--- config.mk ---
export PLATFORM = sky130hd
export DESIGN_NAME = uart_rx_ctrl
export DESIGN_NICKNAME = d
export VERILOG_FILES = /design/src/rtl/uart_rx_pkg.sv /design/src/rtl/uart_rx_timeout.sv /design/src/rtl/uart_rx_ctrl.sv
export SDC_FILE = /design/constraint.sdc
export NUM_CORES = 1
export LEC_CHECK = 0
export CAP_MARGIN = 15
export CORE_ASPECT_RATIO = 1.2
export CORE_MARGIN = 8
export CORE_UTILIZATION = 25
export CTS_CLUSTER_DIAMETER = 150
export DETAILED_ROUTE_END_ITERATION = 6
export HOLD_SLACK_MARGIN = 0.08
export PLACE_DENSITY = 0.48
export SYNTH_ARGS = -nofsm -noshare
export SYNTH_HDL_FRONTEND = slang
export SYNTH_SLANG_ARGS = --single-unit
--- constraint.sdc ---
create_clock -name clk_i -period 2.1 [get_ports clk_i]
set_input_delay 0.525 -clock clk_i [delete_from_list [all_inputs] [get_ports clk_i]]
set_output_delay 0.525 -clock clk_i [all_outputs]
set_load 0.1 [all_outputs]
--- src/rtl/uart_rx_pkg.sv ---
// rtl/uart_rx_pkg.sv - shared types and constants for the UART RX read-side controller
// Contents: read FSM state enum, stat_o bit indices, irq_en_i bit indices,
//           default character-timeout length.
package uart_rx_pkg;

  typedef enum logic [1:0] {
    IDLE = 2'd0,
    POP  = 2'd1,
    CAPT = 2'd2
  } rd_state_e;

  // stat_o bit positions
  localparam int STAT_EMPTY    = 0;
  localparam int STAT_FULL     = 1;
  localparam int STAT_OVERRUN  = 2;
  localparam int STAT_FRAME    = 3;
  localparam int STAT_PARITY   = 4;
  localparam int STAT_TIMEOUT  = 5;
  localparam int STAT_REQ_DROP = 6;
  localparam int STAT_RSVD     = 7;

  // irq_en_i bit positions
  localparam int IRQ_LEVEL   = 0;
  localparam int IRQ_TIMEOUT = 1;
  localparam int IRQ_ERROR   = 2;

  localparam int TIMEOUT_CYCLES_DEFAULT = 1024;

endpackage

--- src/rtl/uart_rx_timeout.sv ---
// rtl/uart_rx_timeout.sv - saturating idle counter with sticky character-timeout flag
// Ports:
//   clk_i, rst_i   clock, synchronous active-high reset
//   activity_i     push or pop this cycle; restarts the idle count
//   level_zero_i   FIFO occupancy is zero; holds the count at 0
//   clr_i          clears the sticky flag (a same-cycle set wins)
//   timeout_o      sticky timeout flag
module uart_rx_timeout
  import uart_rx_pkg::*;
#(
  parameter int TIMEOUT_CYCLES = TIMEOUT_CYCLES_DEFAULT
) (
  input  logic clk_i,
  input  logic rst_i,
  input  logic activity_i,
  input  logic level_zero_i,
  input  logic clr_i,
  output logic timeout_o
);

  localparam int CNT_W = (TIMEOUT_CYCLES > 2) ? $clog2(TIMEOUT_CYCLES) : 1;
  localparam logic [CNT_W-1:0] CNT_MAX = CNT_W'(TIMEOUT_CYCLES - 1);

  logic [CNT_W-1:0] cnt_q, cnt_d;
  logic             flag_q, flag_d;
  logic             set;

  always_comb begin
    cnt_d = cnt_q;
    set   = 1'b0;
    if (activity_i || level_zero_i) begin
      cnt_d = '0;
    end else if (cnt_q != CNT_MAX) begin
      cnt_d = cnt_q + CNT_W'(1);
      // Set only on the step into CNT_MAX so a clear sticks while the
      // counter sits saturated.
      set   = (cnt_d == CNT_MAX);
    end
    flag_d = set | (flag_q & ~clr_i);
  end

  always_ff @(posedge clk_i) begin
    if (rst_i) begin
      cnt_q  <= '0;
      flag_q <= 1'b0;
    end else begin
      cnt_q  <= cnt_d;
      flag_q <= flag_d;
    end
  end

  assign timeout_o = flag_q;

endmodule

--- src/rtl/uart_rx_ctrl.sv ---
// rtl/uart_rx_ctrl.sv - RX read-side controller: read FSM, level tracking, sticky status, interrupt
// Ports:
//   clk_i, rst_i                clock, synchronous active-high reset
//   rd_req_i                    bus read pulse of the RX data register
//   rd_data_o/rd_valid_o/rd_err_o  read response (err = read while empty)
//   fifo_rden_o, fifo_rd_data_i pop strobe and one-cycle-latency pop data
//   fifo_full_i, fifo_empty_i   FIFO flags
//   fifo_wr_i, rx_stat_i        monitored push strobe and frame/parity pulses
//   thresh_i, irq_en_i, clr_i   level threshold, source enables, sticky clear
//   level_o, stat_o, irq_o      occupancy, status vector, registered interrupt
module uart_rx_ctrl
  import uart_rx_pkg::*;
#(
  parameter int  FIFO_DEPTH     = 10,
  parameter int  TIMEOUT_CYCLES = TIMEOUT_CYCLES_DEFAULT,
  localparam int LVL_W          = $clog2(FIFO_DEPTH + 1)
) (
  input  logic             clk_i,
  input  logic             rst_i,
  input  logic             rd_req_i,
  output logic [7:0]       rd_data_o,
  output logic             rd_valid_o,
  output logic             rd_err_o,
  output logic             fifo_rden_o,
  input  logic [7:0]       fifo_rd_data_i,
  input  logic             fifo_full_i,
  input  logic             fifo_empty_i,
  input  logic             fifo_wr_i,
  input  logic [1:0]       rx_stat_i,
  input  logic [LVL_W-1:0] thresh_i,
  input  logic [2:0]       irq_en_i,
  input  logic             clr_i,
  output logic [LVL_W-1:0] level_o,
  output logic [7:0]       stat_o,
  output logic             irq_o
);

  localparam logic [LVL_W-1:0] LVL_MAX = LVL_W'(FIFO_DEPTH);

  rd_state_e        state_q;
  logic [7:0]       rd_data_q;
  logic             rd_valid_q, rd_err_q, fifo_rden_q;

  logic [LVL_W-1:0] level_q, level_d;
  logic             ovr_q, ovr_d;
  logic             frm_q, frm_d;
  logic             par_q, par_d;
  logic             drop_q, drop_d;
  logic             irq_q, irq_d;
  logic             timeout;
  logic             inc, dec;

  // Read FSM: outputs are registered on the transition into the state
  // they belong to, so fifo_rden_o is high exactly while in POP.
  always_ff @(posedge clk_i) begin
    if (rst_i) begin
      state_q     <= IDLE;
      rd_data_q   <= 8'h00;
      rd_valid_q  <= 1'b0;
      rd_err_q    <= 1'b0;
      fifo_rden_q <= 1'b0;
    end else begin
      rd_valid_q  <= 1'b0;
      rd_err_q    <= 1'b0;
      fifo_rden_q <= 1'b0;
      case (state_q)
        IDLE: begin
          if (rd_req_i) begin
            if (fifo_empty_i) begin
              rd_valid_q <= 1'b1;
              rd_err_q   <= 1'b1;
              rd_data_q  <= 8'h00;
            end else begin
              fifo_rden_q <= 1'b1;
              state_q     <= POP;
            end
          end
        end
        POP: state_q <= CAPT;
        CAPT: begin
          // FIFO data is valid now, one cycle after the pop strobe.
          rd_data_q  <= fifo_rd_data_i;
          rd_valid_q <= 1'b1;
          state_q    <= IDLE;
        end
        default: state_q <= IDLE;
      endcase
    end
  end

  always_comb begin
    inc     = fifo_wr_i & ~fifo_full_i;
    dec     = fifo_rden_q;
    level_d = level_q;
    if (inc && !dec && level_q != LVL_MAX) begin
      level_d = level_q + LVL_W'(1);
    end else if (dec && !inc && level_q != '0) begin
      level_d = level_q - LVL_W'(1);
    end

    // Set terms are OR'd last so they win over a same-cycle clear.
    ovr_d  = (fifo_wr_i & fifo_full_i)      | (ovr_q  & ~clr_i);
    frm_d  = rx_stat_i[0]                   | (frm_q  & ~clr_i);
    par_d  = rx_stat_i[1]                   | (par_q  & ~clr_i);
    drop_d = (rd_req_i & (state_q != IDLE)) | (drop_q & ~clr_i);

    irq_d = (irq_en_i[IRQ_LEVEL]   & (thresh_i != '0) & (level_q >= thresh_i))
          | (irq_en_i[IRQ_TIMEOUT] & timeout)
          | (irq_en_i[IRQ_ERROR]   & (ovr_q | frm_q | par_q));
  end

  always_ff @(posedge clk_i) begin
    if (rst_i) begin
      level_q <= '0;
      ovr_q   <= 1'b0;
      frm_q   <= 1'b0;
      par_q   <= 1'b0;
      drop_q  <= 1'b0;
      irq_q   <= 1'b0;
    end else begin
      level_q <= level_d;
      ovr_q   <= ovr_d;
      frm_q   <= frm_d;
      par_q   <= par_d;
      drop_q  <= drop_d;
      irq_q   <= irq_d;
    end
  end

  uart_rx_timeout #(
    .TIMEOUT_CYCLES(TIMEOUT_CYCLES)
  ) u_timeout (
    .clk_i       (clk_i),
    .rst_i       (rst_i),
    .activity_i  (fifo_wr_i | fifo_rden_q),
    .level_zero_i(level_q == '0),
    .clr_i       (clr_i),
    .timeout_o   (timeout)
  );

  always_comb begin
    stat_o                = 8'h00;
    stat_o[STAT_EMPTY]    = fifo_empty_i;
    stat_o[STAT_FULL]     = fifo_full_i;
    stat_o[STAT_OVERRUN]  = ovr_q;
    stat_o[STAT_FRAME]    = frm_q;
    stat_o[STAT_PARITY]   = par_q;
    stat_o[STAT_TIMEOUT]  = timeout;
    stat_o[STAT_REQ_DROP] = drop_q;
    stat_o[STAT_RSVD]     = 1'b0;
  end

  assign rd_data_o   = rd_data_q;
  assign rd_valid_o  = rd_valid_q;
  assign rd_err_o    = rd_err_q;
  assign fifo_rden_o = fifo_rden_q;
  assign level_o     = level_q;
  assign irq_o       = irq_q;

endmodule
# After elaboration in Yosys (flattened, before gate mapping)
# Cells that the tools add are included.
[totals] regBits=33 latchBits=0 ram_bits=0 mem_bits_ro=0 elab_cells=84 n_memories=0
[op_classes] add_sub_neg=3 multipliers=0 n_div=0 magnitude_cmp=1 n_eq_ne=8 shift=0 muxes=14 bitwise_logic=26 n_reduce_logical=19
[ops] cell="two-way mux 8 bit" count=2
[ops] cell="case mux 8 bit (2 select lines)" count=1
[ops] cell="AND 1 bit" count=12
[ops] cell="adder 10 x 1 -> 10 bit (second input constant)" count=1
[ops] cell="== test 10 bit (second input constant)" count=1
[ops] cell="!= test 10 bit (second input constant)" count=1
[ops] cell="OR 1 bit" count=10
[ops] cell="two-way mux 4 bit" count=2
[ops] cell="nonzero test 4 bit" count=2
[ops] cell="!= test 2 bit (second input constant)" count=3
[ops] cell="nonzero test 2 bit" count=3
[ops] cell="two-way mux 1 bit" count=5
[ops] cell="adder 4 x 1 -> 4 bit (second input constant)" count=1
[ops] cell=">= comparator 4 bit" count=1
[ops] cell="logical AND 1 bit" count=4
[ops] cell="logical NOT 4 bit" count=1
[ops] cell="two-way mux 2 bit" count=2
[ops] cell="!= test 4 bit (second input constant)" count=1
[ops] cell="inverter 1 bit" count=4
[ops] cell="case mux 2 bit (2 select lines)" count=1
[ops] cell="OR reduction 2 bit" count=2
[ops] cell="subtractor 4 x 1 -> 4 bit (second input constant)" count=1
[ops] cell="AND reduction 3 bit" count=1
[ops] cell="OR reduction 3 bit" count=1
[ops] cell="other kinds (7)" count=8

# Logic depth before layout (Yosys ltp)
# Gate-level depths: netlist of the first run.
[logic_depth] word_depth=7 depth_mapped=8

# Modules after synthesis
# A second synthesis of the first run with hierarchy kept.
[hier_totals] hier_cells=180 hier_area_um2=1627.8
[by_module_without_submodules] module="uart_rx_ctrl" n_inst=1 cells_per_inst=115 area_per_inst_um2=1053.5 seq_area_each_um2=440.4
[by_module_without_submodules] module="uart_rx_timeout" n_inst=1 cells_per_inst=65 area_per_inst_um2=574.3 seq_area_each_um2=220.2

# Worst setup path before layout of the first run
# OpenSTA, ideal clock, no wires.
[synth_path] kind="reg-to-reg" from="reg level_q[0], in the netlist level_o[0]" to="reg level_q[3], in the netlist level_o[3]" setup_ps=132 t_arrival_ps=2653 required_time_ps=1968 slack_ps=-685 stages_incl_launch_ff=9 path_buffers=0 period_less_slack_ps=2785 path_cell_list="dfxtp_1 > nor2_1 > a311o_2 > ha_1 > a21o_1 > a21oi_1 > xnor2_2 > a21o_1 > a21oi_2"
[synth_between] elab_chain_len=3 elab_cells_between_ends=9
[synth_lines] item="start, declared" line="uart_rx_ctrl.sv:44" rtl="logic [LVL_W-1:0] level_q, level_d;"
[synth_lines] item="start signal, assigned" line="uart_rx_ctrl.sv:121" rtl="level_q <= level_d;"
[synth_lines] item="subtractor 4 x 1 -> 4 bit (tied with other cells)" line="uart_rx_ctrl.sv:98" rtl="level_d = level_q - LVL_W'(1);"
[synth_lines] item="two-way mux 4 bit (tied with other cells)" line="uart_rx_ctrl.sv:97" rtl="end else if (dec && !inc && level_q != '0) begin"
[synth_lines] item="two-way mux 4 bit / nonzero test 2 bit (equally long branches)"
# Parallel ways exist; a longest one is shown, timed or not. The select of a mux whose other input is x is not followed.
# A chain may end at the register's enable or synchronous reset.

# Worst setup path after layout of the first run
[layout_path] from="in fifo_full_i" to="reg level_q[3], in the netlist level_o[3]"
[layout_between] elab_chain_len=6 elab_cells_between_ends=9
[layout_lines] item="start, declared" line="uart_rx_ctrl.sv:26" rtl="input logic fifo_full_i,"
[layout_lines] item="inverter 1 bit (*)" line="uart_rx_ctrl.sv:92" rtl="inc = fifo_wr_i & ~fifo_full_i;"
[layout_lines] item="AND 1 bit (*)" line="uart_rx_ctrl.sv:92"
[layout_lines] item="logical NOT 1 bit" line="uart_rx_ctrl.sv:97"
[layout_lines] item="logical AND 1 bit (2 in a row)" line="uart_rx_ctrl.sv:97"
[layout_lines] item="nonzero test 2 bit (no source line)"
# Every way passes the cells marked *; elsewhere a longest branch is shown, timed or not.

==> results.cfg, run 1 <==
[run_status]
status = complete, no violations

[floorplanning]
die-area_um2 = 9588
num_rows = 32
core_um2 = 6446
fp.dieW_um = 90.73
die_h_um = 105.7
pin_count = 48
start_util = 0.2599

[worst_hold_path]
hp-class = reg -> reg

[critical_path]
crit_arrival_ns = 2.16
critical_path.max_fanout = 3
critical-path-max-stage-delay_ns = 0.35
crit_slowest_cell = a311o_2
endpoint_kind = flip-flop
cp.required_ns = 2.26
criticalPathCategory = in -> reg
crit_chain = dlygate4sd2_1 -> nand2b_4 -> a311o_2 -> ha_4 -> a21o_1 -> a21oi_2 -> xnor2_2 -> a21o_1 -> a21oi_2
cp-start-kind = primary input

[routing]
viasPerCell = 4.544
drtIter0Drc = 85
drt-pass1-iter-count = 6
routedWlPerCell_um = 13.41
antenna_left = 0
totalWireLength_um = 4236
num_vias = 1436
drc = 0

[sta]
period_share = 0.9511
setup_viol = 0
max_freq_ghz = 0.5007
fin_ws_ns = 0.1027
maxSlewViolCount = 0
fin_worst_skew_ns = 0.01063
slew_headroom = 0.6210
tightest_slew_ns = 0.5673
hold_viol = 0
fin_crit_ns = 1.997
rsz0062_at_grt = false
final.setup.tns_ns = 0

[placed_design]
hpwl_um = 3259
dp_slack_ns = -0.4206
port_buffers = 46
place_congestion = 0.7495
placed_cells = 308

[global_routing]
antenna_found_initial = 0
gr-max-usage-layer = met2
grt_pass1_wl_um = 7155
grt_overflow_total = 0
grt_use_met2 = 0.1417
grt_use_met1 = 0.1077
use_met3 = 0.03974
grt_max_degree = 24
track_usage = 0.08937
grt_pass1_vias = 1480

[clock_network]
cts_root_buf = clkbuf_8
cts-htree-levels = 2
cts_resized = 3
cts_setup_buffers = 0
clk-insertion-delay-late_ns = 0.28
clock-sinks = 33
cts_buffers = 5
cts_tree = built
clk_pin_slew_worst_paths_ns = 0.07
postCtsHoldBufs = 0
clk_path_buf_depth = 2

[power_and_ir_drop]
power_density_nw_per_um2 = 710.3
power_w = 0.001669
ir_drop_v = 0.0003416
leakagePower_nw = 0.9018

[synthesis]
synthArstFlopShare = 0
avgSynthCellArea_um2 = 9.155
synth_area_um2 = 1675
syn_inst = 183
ys_seq_area_frac = 0.3943
yosysWarnings = 0
ys_ff_latch = 33
synthDistinctLibCells = 50
syn_nets = 216
synth_edf_count = 0
yosys_most_used_dff = dfxtp_1

[final_layout]
diodes = 0
drive_gt1_frac = 0.2727
stdcell_count = 316
mostFrequentLayoutCells = 28 x dfxtp_1, 28 x buf_4, 21 x clkdlybuf4s50_1
nFillCells = 658
syn2layout_area_growth_pct = 40.25
fin_util = 0.3645
nets = 263

[run]
maxCapViolations = 0
logic make-up (layout without fill, tap and decap cells):
group	count (synthesis)	in the layout	synth area share
compound gates	44	44	0.1964
flops	33	33	0.3943
buf+inv	25	73	0.07543
xor+xnor	11	11	0.06199
simple gates	59	59	0.1920
mux	1	1	0.005975
other cells	1	1	0.002238
fa+ha+maj	9	9	0.07170
through the flow:
| stage | instance area, um2 | hold slack [ns] |
|---|---|---|
| floorplan | 1705 | 0.4440 |
| global placement | 2243 | 0.4556 |
| detailed placement | 2243 | 0.4641 |
| CTS | 2350 | 0.4762 |
| global route | 2350 | 0.4890 |
| finish | 2350 | 0.4698 |
synth_stat cells, drive strengths merged (2+ instances only):
cell	n	share of area
dfxtp	33	0.39
buf	10	0.042
nor2b	2	0.0075
nand3	6	0.024
clkbuf	5	0.011
a22oi	9	0.040
a21o	2	0.0090
nand2b	3	0.011
a211oi	3	0.022
xnor2	8	0.046
xor2	3	0.016
a21oi	17	0.053
o21ai	2	0.013
nor2	21	0.049
nand2	10	0.022
ha	8	0.060
inv	10	0.022
nor3	4	0.018
nor4	4	0.019
area by class of cell:
cell class	instances	area (um2)	share of cell area
tap	85	106.4	0.04526
clock inverter	1	5.005	0.002130
multi-input combinational	125	912.1	0.3882
clock buffer	7	96.34	0.04100
timing repair buffer	55	518.0	0.2204
sequential	33	674.4	0.2870
inverter	10	37.54	0.01597
registers in the layout (all words and copies together), names as in the netlist:
signal	count
rd_valid_o	1
u_timeout.cnt_q	10
frm_q	1
par_q	1
fifo_rden_o	1
rd_err_o	1
ovr_q	1
state_q	2
u_timeout.timeout_o	1
rd_data_o	8
drop_q	1
level_o	4
irq_o	1
worst max-delay path, delay by kind of cell:
kind                     cells  cell delay, ns
AND/OR/NAND/NOR              1            0.14
AO/OA/AOI/OAI                5            0.90
buffers and inverters        1            0.24
XOR/XNOR                     1            0.14
adder cells (fa/ha/maj)      1            0.22
report_power, final:
part	switching [W]	internal (W)	leakage, nW
Combinational	0.000277	0.000164	0.576
Sequential	0.0000365	0.000652	0.271
Clock	0.000243	0.000297	0.0542
worst paths after layout:
kind | startpoint | to | slack (ns) | cells past startpoint
hold reg to reg | drop_q$_SDFF_PP0_ | drop_q$_SDFF_PP0_ | 0.47 | 2
setup / recovery | fifo_full_i | level_o[3]$_SDFFE_PP0P_ | 0.10 | 9
setup reg to reg | level_o[0]$_SDFFE_PP0P_ | level_o[3]$_SDFFE_PP0P_ | 0.27 | 8
hold / removal | drop_q$_SDFF_PP0_ | drop_q$_SDFF_PP0_ | 0.47 | 2
metal layers:
layer	part of all wire	vias to the layer above
li1	-	735
met5	0	-
met1	0.46	666
met4	0.0045	0
met3	0.074	2
met2	0.46	33
No activity file was read; power rests on OpenSTA's default activity.
==> inputs of run 2 (changes only) <==
--- a/config.mk
+++ b/config.mk
@@ -6,13 +6,16 @@
 export NUM_CORES = 1
 export LEC_CHECK = 0
 export CAP_MARGIN = 15
+export CELL_PAD_IN_SITES_DETAIL_PLACEMENT = 1
+export CELL_PAD_IN_SITES_GLOBAL_PLACEMENT = 1
 export CORE_ASPECT_RATIO = 1.2
 export CORE_MARGIN = 8
 export CORE_UTILIZATION = 25
 export CTS_CLUSTER_DIAMETER = 150
 export DETAILED_ROUTE_END_ITERATION = 6
 export HOLD_SLACK_MARGIN = 0.08
-export PLACE_DENSITY = 0.48
+export PLACE_DENSITY = 0.62
 export SYNTH_ARGS = -nofsm -noshare
 export SYNTH_HDL_FRONTEND = slang
+export SYNTH_HIERARCHICAL = 1
 export SYNTH_SLANG_ARGS = --single-unit
==> constraint.sdc (replaced) <==
create_clock -name clk_i -period 2.1 [get_ports clk_i]
set_input_delay 0.42 -clock clk_i [delete_from_list [all_inputs] [get_ports clk_i]]
set_output_delay 0.42 -clock clk_i [all_outputs]
set_load 0.1 [all_outputs]
==> run 2 against run 1 <==
Effect of this change:
- hold slack better by 0.0045 ns
- die area is 2.4% lower
- via count stayed put
- total power is 1.0% higher
- maximum frequency is 0.81% higher
- global-route usage is 1.1 points higher
- largest cell class unchanged
- sequential share of layout area is 0.25 points higher
- clock-buffer cell count is 2 lower
- core utilization is 0.28 points higher
- non-clock buffer count is 4 higher
- clock power is 13% higher
==> results.cfg, run 2 <==
[run]
maxCapViolations = 0

[sta]
max_freq_ghz = 0.5047
slew_headroom = 0.6074
final.setup.tns_ns = 0
maxSlewViolCount = 0
period_share = 0.9434
tightest_slew_ns = 0.5877
setup_viol = 0
fin_hold_ws_ns = 0.4742
hold_viol = 0
rsz0062_at_grt = false
fin_worst_skew_ns = 0.01020
fin_crit_ns = 1.981

[power_and_ir_drop]
p_sw_frac = 0.3150
power_density_nw_per_um2 = 721.1
p_int_w = 0.001155
leakagePower_nw = 0.9577
comb_power_share = 0.246
ir_drop_v = 0.0003667
switching_power_w = 0.0005313
pwr-share-clk = 0.362
pwr-share-seq = 0.392
power_w = 0.001686

[floorplanning]
num_rows = 32
fp.dieW_um = 89.66
die-area_um2 = 9360
start_util = 0.2557
pin_count = 48
die_h_um = 104.4
core_um2 = 6366

[final_layout]
drive_gt1_frac = 0.2778
diodes = 0
regMostFlops = u_timeout/cnt_q
nFillCells = 733
regArea_um2 = 676.9
largest_reg_flops = 10
mostFrequentLayoutCells = 34 x buf_4, 28 x dfxtp_1, 23 x nor2_1
multi_input_area_um2 = 888.4
syn2layout_area_growth_pct = 43.66
layout_commonest_cell = buf_4
nets = 266

[critical_path]
cp_top_family = multiplexers
critical-path-max-stage-delay_ns = 0.35
ff2ff_path_depth = 8
crit_slowest_cell = dfxtp_4
crit_arrival_ns = 2.15
critical_path.max_fanout = 3
path_buf_inv = 1
cp-start-kind = flip-flop
r2r-end = level_o[3]$_SDFFE_PP0P_
endpoint_kind = flip-flop
ff2ff_setup_slack_ns = 0.12
r2r_start = level_o[3]$_SDFFE_PP0P_
crit_chain = and4bb_2 -> nor3_4 -> inv_2 -> ha_4 -> a21o_2 -> a21oi_2 -> mux2i_1 -> mux2_1
criticalPathCategory = reg -> reg
cp.required_ns = 2.27

[routing]
routedWlPerCell_um = 13.68
drtIter0Drc = 42
num_vias = 1436
drt-pass1-iter-count = 4
drc = 0
viasPerCell = 4.502
antenna_left = 0
totalWireLength_um = 4363

[synthesis]
yosysWarnings = 6
synthTopCellsByArea = dfxtp_1 41%, ha_1 6.1%, nor2_1 5.3%, a22oi_1 4.2%, a21oi_1 4.0%
avgSynthCellArea_um2 = 9.043
syn_inst = 180
netlist.area_leader.share = 0.4058
ys_seq_area_frac = 0.4058
synth.most_common_cell = dfxtp_1
ys_ff_latch = 33
yosys-top-cells-count = 33 x dfxtp_1, 23 x nor2_1, 13 x a21oi_1, 9 x a22oi_1, 9 x nor3_1
synth_area_um2 = 1628
synthDistinctLibCells = 45
synth_edf_count = 0
yosysTopAreaCell = dfxtp_1
syn_nets = 213
yosys_most_used_dff = dfxtp_1
synthArstFlopShare = 0

[global_routing]
gr-max-usage-layer = met2
grt_max_degree = 22
antenna_found_initial = 0
grt_pass1_wl_um = 7410
grt_use_met1 = 0.1103
grt_overflow_total = 0
use_met3 = 0.03953
grt_use_met2 = 0.1623
grt_pass1_vias = 1600
track_usage = 0.09995

[placed_design]
place_congestion = 0.7764
hpwl_um = 3446
port_buffers = 46

[worst_hold_path]
holdPathStages = 2
hp-class = reg -> reg
min_from = u_timeout/timeout_o$_SDFF_PP0_
whs_endpoint = u_timeout/timeout_o$_SDFF_PP0_

[clock_network]
clk_pin_slew_worst_paths_ns = 0.07
clock-sinks = 33
cts-htree-levels = 2
clk-insertion-delay-late_ns = 0.29
cts_tree = built
cts_buffers = 5
cts_root_buf = clkbuf_8
clk_path_buf_depth = 2

[run_status]
status = complete, no violations
==> run 2: layout make-up <==
| type | instances | area share |
|---|---|---|
| Sequential cell | 33 | 0.2895 |
| Clock buffer | 5 | 0.02943 |
| Clock inverter | 3 | 0.01926 |
| Inverter | 8 | 0.01284 |
| Tap cell | 85 | 0.04548 |
| Timing Repair Buffer | 59 | 0.2236 |
| Multi-Input combinational cell | 126 | 0.3799 |
==> run 2: repair_timing <==
item / CTS / global route
buffers inserted: 1 / 0
hold buffers: 0 / 0
pin swaps: 2 / 4
gates resized for setup: 3 / 1
endpoints found under the setup margin: 1 / 1
==> run 2: kinds of logic (layout without fill, tap and decap cells) <==
group           after synthesis  in the layout  share of synthesized area
xor+xnor                      6              6                    0.03228
flops                        33             33                     0.4058
compound gates               38             38                     0.1560
fa+ha+maj                     9              9                    0.07379
simple gates                 70             70                     0.2498
mux                           2              2                    0.01307
other cells                   1              1                   0.002304
buf+inv                      21             75                    0.06687
==> run 2: per-stage QoR <==
stage / area (um2) / util / std cells / setup WS (ns)
final: 2338 / 0.3673 / 319 / 0.1188
after floorplan: 1667 / - / 180 / -0.1704
after CTS: 2338 / 0.3673 / 319 / 0.02500
after global placement: 2212 / 0.3475 / 310 / -0.4159
after detailed placement: 2212 / 0.3475 / 310 / -0.4627
after global routing: 2338 / 0.3673 / 319 / 0.01643
==> run 2: worst max path at each step <==
stage	endpoint	depth (start not counted)	slack [ns]	from
after floorplan	level_o[3]$_SDFFE_PP0P_	8	-0.17	level_o[0]$_SDFFE_PP0P_
after global placement	level_o[3]$_SDFFE_PP0P_	9	-0.42	fifo_full_i
after detailed placement	level_o[3]$_SDFFE_PP0P_	9	-0.46	fifo_full_i
after CTS	level_o[3]$_SDFFE_PP0P_	8	0.02	level_o[0]$_SDFFE_PP0P_
after global routing	level_o[3]$_SDFFE_PP0P_	8	0.02	level_o[3]$_SDFFE_PP0P_
final	level_o[3]$_SDFFE_PP0P_	8	0.12	level_o[3]$_SDFFE_PP0P_
==> run 2: worst min-delay path: stages, from the launching register on <==
cell and delay, ns:
dfxtp_1 0.33, nand2_1 0.05, o21ai_1 0.05
==> run 2: metal layers <==
metal,vias to the layer above,share of wire
met5,-,0
met3,4,0.072
met1,658,0.45
met2,41,0.47
met4,0,0.014
li1,733,-
==> run 2: power groups by stage <==
stage	registers, W	clock network [W]	logic (W)
finish	0.000661	0.000610	0.000415
global route	0.000664	0.000655	0.000446
CTS	0.000662	0.000632	0.000420
detailed placement	0.000676	0	0.000418
global placement	0.000676	0	0.000415
floorplan	0.000786	0	0.000172
